### src/rtl/imem_arbiter.sv
// imem_arbiter: shares one sync instruction memory between fetch (F, read-only)
// and debug/loader (D, read/write) with fetch priority and D anti-starvation.
// Ports: clk, reset (async, active-high)
//   F: f_req, f_addr -> f_gnt, f_rvalid, f_rdata, f_err
//   D: d_req, d_we, d_addr, d_wdata -> d_gnt, d_rvalid, d_rdata, d_err
//   M: mem_en, mem_we, mem_addr, mem_wdata -> mem_rdata (1-cycle latency)
module imem_arbiter #(
  parameter int unsigned DEPTH    = 64,
  parameter int unsigned MAX_WAIT = 4,
  parameter logic [31:0] NOP_INSN = 32'h0000_0013
) (
  input  logic                     clk,
  input  logic                     reset,
  input  logic                     f_req,
  input  logic [31:0]              f_addr,
  output logic                     f_gnt,
  output logic                     f_rvalid,
  output logic [31:0]              f_rdata,
  output logic                     f_err,
  input  logic                     d_req,
  input  logic                     d_we,
  input  logic [31:0]              d_addr,
  input  logic [31:0]              d_wdata,
  output logic                     d_gnt,
  output logic                     d_rvalid,
  output logic [31:0]              d_rdata,
  output logic                     d_err,
  output logic                     mem_en,
  output logic                     mem_we,
  output logic [$clog2(DEPTH)-1:0] mem_addr,
  output logic [31:0]              mem_wdata,
  input  logic [31:0]              mem_rdata
);

  localparam int unsigned AW = $clog2(DEPTH);
  localparam int unsigned WW = $clog2(MAX_WAIT + 1) + 1;
  localparam logic [WW-1:0] WMAX = WW'(MAX_WAIT);
  localparam logic [29:0] DEPTH_W = 30'(DEPTH);

  typedef enum logic [1:0] {
    R_NONE,
    R_F,
    R_D
  } owner_e;

  owner_e        owner_q, owner_d;
  logic          err_q, err_d;
  logic          we_q, we_d;
  logic [WW-1:0] wait_q, wait_d;

  logic          win_f, win_d;
  logic          f_legal, d_legal;
  logic [31:0]   resp_data;

  function automatic logic legal(input logic [31:0] a);
    return (a[1:0] == 2'b00) && (a[31:2] < DEPTH_W);
  endfunction

  assign f_legal = legal(f_addr);
  assign d_legal = legal(d_addr);

  // D wins when F is idle or D has waited its full budget.
  // Grants are masked while reset is high.
  assign win_d = ~reset & d_req
               & (~f_req | (wait_q == WMAX));
  assign win_f = ~reset & f_req & ~win_d;
  assign f_gnt = win_f;
  assign d_gnt = win_d;

  always_ff @(posedge clk or posedge reset) begin
    if (reset) begin
      owner_q <= R_NONE;
      err_q   <= 1'b0;
      we_q    <= 1'b0;
      wait_q  <= '0;
    end else begin
      owner_q <= owner_d;
      err_q   <= err_d;
      we_q    <= we_d;
      wait_q  <= wait_d;
    end
  end

  always_comb begin
    owner_d   = R_NONE;
    err_d     = 1'b0;
    we_d      = 1'b0;
    mem_en    = 1'b0;
    mem_we    = 1'b0;
    mem_addr  = '0;
    mem_wdata = '0;
    unique case (1'b1)
      win_d: begin
        owner_d   = R_D;
        err_d     = ~d_legal;
        we_d      = d_we;
        mem_en    = d_legal;
        mem_we    = d_legal & d_we;
        mem_addr  = d_addr[2 +: AW];
        mem_wdata = d_wdata;
      end
      win_f: begin
        owner_d  = R_F;
        err_d    = ~f_legal;
        mem_en   = f_legal;
        mem_addr = f_addr[2 +: AW];
      end
      default: ;
    endcase
  end

  // Consecutive-denial counter, saturating at MAX_WAIT.
  always_comb begin
    wait_d = wait_q;
    if (win_d || !d_req) begin
      wait_d = '0;
    end else if (wait_q != WMAX) begin
      wait_d = wait_q + 1'b1;
    end
  end

  // Writes ack with zero; errors return a NOP.
  always_comb begin
    resp_data = mem_rdata;
    if (err_q) begin
      resp_data = NOP_INSN;
    end else if (we_q) begin
      resp_data = '0;
    end
  end

  assign f_rvalid = (owner_q == R_F);
  assign d_rvalid = (owner_q == R_D);
  assign f_err    = f_rvalid & err_q;
  assign d_err    = d_rvalid & err_q;
  assign f_rdata  = f_rvalid ? resp_data : NOP_INSN;
  assign d_rdata  = d_rvalid ? resp_data : NOP_INSN;

endmodule
### config.mk
export PLATFORM = sky130hd
export DESIGN_NAME = imem_arbiter
export DESIGN_NICKNAME = d
export VERILOG_FILES = /design/src/rtl/imem_arbiter.sv
export SDC_FILE = /design/constraint.sdc
export NUM_CORES = 1
export LEC_CHECK = 0
export ABC_AREA = 1
export BUFFER_PORTS_ARGS = -buffer_cell sky130_fd_sc_hd__buf_2
export CORE_AREA = 10 10 87 89
export CTS_BUF_LIST = sky130_fd_sc_hd__clkbuf_4 sky130_fd_sc_hd__clkbuf_8
export DETAILED_ROUTE_END_ITERATION = 8
export DIE_AREA = 0 0 97 99
export PLACE_DENSITY = 0.75
export SYNTH_ARGS = -nofsm -noshare
export SYNTH_HDL_FRONTEND = slang
export SYNTH_SLANG_ARGS = --single-unit
### constraint.sdc
create_clock -name clk -period 2.9 [get_ports clk]
set_input_delay 0.145 -clock clk [delete_from_list [all_inputs] [get_ports clk]]
set_output_delay 0.145 -clock clk [all_outputs]
set_load 0.005 [all_outputs]
==> results by group <==
Outcome
  • Status: finished, final reports clean

Worst hold path
  • Hold crit path type: in2reg

Detailed routing
  • Post-DRT Antenna Nets: 0
  • Post-DR wirelength/cell: 13.8 um
  • Pre-antenna DRT Iters: 4
  • Post-route DRC: 0
  • Via/cell ratio: 4.25
  • WL final: 8390 um
  • Via Count: 2,575
  • Initial detailed-routing violation count: 42

Place
  • Post-DP HPWL: 7600 um
  • Dpl cells: 602
  • GP Congestion: 0.854
  • Count of buffers from port buffering: 242

Clock network
  • CTS tree: yes
  • Total setup buffers inserted after CTS: 0
  • Hold-fix buffer count after cts: 1
  • Num CTS Buffers: 3
  • Post-CTS sizing: 0
  • Clock tree sinks: 8
  • Clk pin slew, worst setup/hold paths: 0.04 ns
  • Root buffer cell: clkbuf_8
  • Bufs on Longest Clock Path: 2
  • H-tree Lvls: 1
  • Skew-Pair Late Insertion Delay: 0.22 ns

Logic synthesis
  • Yosys reg bits: 8
  • Unique cell type count in the Yosys netlist: 22
  • Post-synth top area cell: nor3_1
  • Top_reg_cell synth: dfrtp_1
  • Top cells by count, synth: 73 x inv_1, 68 x nor2_1, 59 x nor3_1
  • Seq/Total Area, Yosys: 0.132
  • Mapped cell area: 1510 um2
  • Synth Area per Inst: 5.05 um2
  • Synth top area share: 0.195
  • Syn Nets: 435
  • EDFF count, synth: 0
  • Most used standard cell by instance count after synthesis: inv_1
  • Number of cells produced by synthesis: 300
  • Largest cells by area after synthesis: nor3_1 20%, inv_1 18%, nor2_1 17%, dfrtp_1 13%, nand2_1 12%
  • FFs w/ async S/R, synth: 1.00
  • Synthesis warning total: 0

Critical path
  • Worst Path Buf+Inv: 2
  • Slowest cell on the critical path: nand2_1
  • Data required time of the worst path: 2.76 ns
  • Slowest stage delay, CP: 0.76 ns
  • Crit-path most repeated cell: nand2_1
  • Crit path cell chain: nand2_1, inv_1, nand2_1, buf_2
  • CP top delay family: simple AND/OR/NAND/NOR gates
  • Worst Setup Start Kind: flop
  • Setup CP Type: reg2out
  • CP Max Fanout: 31
  • Arrival time worst endpoint: 1.85 ns
  • CP Capture Type: output port

Floorplan
  • Die ar.: 9600 um2
  • Starting density of the core: 0.259
  • Die span in y: 99 um
  • Cell Rows: 28
  • Core Area: 5850 um2
  • Number of I/O pins: 243
  • Die X-Extent: 97 um

Timing
  • Rel. slew slack: 0.302
  • Final Critical Period: 1.99 ns
  • Post-route clock period utilization: 0.687
  • Clock skew: 0.00151 ns
  • Worst Max-Slew Pin Slew: 1.04 ns
  • Fmax: 502 MHz
  • Setup violators final: 0
  • RSZ-0062 raised after global routing: no
  • Final hold viol count: 0
  • Setup total negative slack: 0 ns
  • Slew Limit Fails: 0

Cells and area
  • ANT cells: 0
  • Ratio of cells with drive above 1 in the final layout: 0.480
  • Layout Cells excl Fill: 606
  • Layout area overhead: 83.0%
  • Final layout net count: 668

Run
  • Total of max-cap violations: 0

Pwr
  • Internal Pwr Total: 0.000348 W
  • Logic pwr share: 0.535
  • Clock share of power: 0.230
  • Power per cell area: 199 nW/um2
  • Seq pwr share: 0.235
  • IR drop worst, VDD: 140 uV
  • Leakage: 1.94 nW
  • Switching Power: 0.000204 W
  • Sw frac: 0.369

Global routing
  • Initial antenna violation count: 0
  • Total Routing Usage GR: 0.156
  • Vias in the first global route: 2,545
  • GRT overflow: 0
  • Wire length of the first global-routing pass: 12,800 um
  • Largest net degree at the start of global routing: 59
## placed cells by master (no fill, tap or decap), types with 3 or more instances in the layout
| cell type | synthesis | layout |
|---|---|---|
| nand2_1 | 50 | 50 |
| inv_1 | 73 | 73 |
| a21oi_1 | 6 | 6 |
| dfrtp_1 | 8 | 8 |
| buf_2 | 8 | 242 |
| nor3_1 | 59 | 59 |
| nor2_1 | 68 | 68 |
| clkbuf_8 | 0 | 3 |
| nor2_2 | 4 | 4 |
## through the flow
step	util	hold WS [ns]	power [W]	cell area (um2)	worst slack (ns)
floorplan	-	-0.0313	0.000279	1510	1.55
global placement	0.465	0.134	0.000421	2720	1.18
detailed placement	0.465	0.147	0.000428	2720	1.10
CTS	0.473	0.215	0.000561	2770	0.871
global route	0.473	0.230	0.000609	2770	0.698
finish	0.473	0.219	0.000552	2770	0.908
## power by group through the flow
stage                     Clock [W]  Sequential [W]  Combinational (W)
after global routing       0.000143        0.000131           0.000335
after detailed placement          0        0.000131           0.000297
after floorplan                   0        0.000129           0.000150
after global placement            0        0.000130           0.000290
final                      0.000127        0.000130           0.000296
after CTS                  0.000132        0.000130           0.000299
## cells by family after synthesis
logic type               Yosys count  share of synthesized area
adder cells (fa/ha/maj)            2                     0.0165
AO/OA/AOI/OAI                     10                     0.0438
flip-flops                         8                      0.132
XOR/XNOR                           2                     0.0116
buffers and inverters             89                      0.252
AND/OR/NAND/NOR                  189                      0.544
## registers in the layout, summed over array words and instances (netlist names)
signal	flops
wait_q	4
we_q	1
owner_q	2
err_q	1
## worst register-to-register path: stages (launching register included)
cell	delay [ns]
dfrtp_1	0.38
inv_1	0.07
ha_1	0.23
nand3_4	0.13
nand2_1	0.07
nand2_2	0.42
nand2_1	0.21
nor3_1	0.19
## cell type report
class | count | area (um2)
Clock buffer | 3 | 41.3
Sequential cell | 8 | 200
Tap cell | 75 | 93.8
Inverter | 73 | 274
Multi-Input combinational cell | 203 | 932
Timing Repair Buffer | 244 | 1230
Fill cell | 648 | 3080
## path summary, 6_finish.rpt
check                      startpoint          to  slack, ns  cells past startpoint
max in group asynchronous       reset   wait_q[3]       2.20                      3
min reg2reg                 wait_q[0]   wait_q[0]       0.58                      2
min in group asynchronous       reset        we_q       0.45                      3
max reg2reg                 wait_q[0]   wait_q[3]       1.11                      7
min                              d_we        we_q       0.22                      3
max                        owner_q[0]  f_rdata[1]       0.91                      4
## layer usage
| layer | vias to the layer above | global-route usage | part of all wire |
|---|---|---|---|
| met2 | 156 | 0.285 | 0.50 |
| met3 | 6 | 0.0859 | 0.14 |
| li1 | 1352 | - | - |
| met1 | 1061 | 0.154 | 0.35 |
| met4 | 0 | 0.0261 | 0.0063 |
| met5 | - | 0 | 0 |
(Power assumes the default switching activity.)
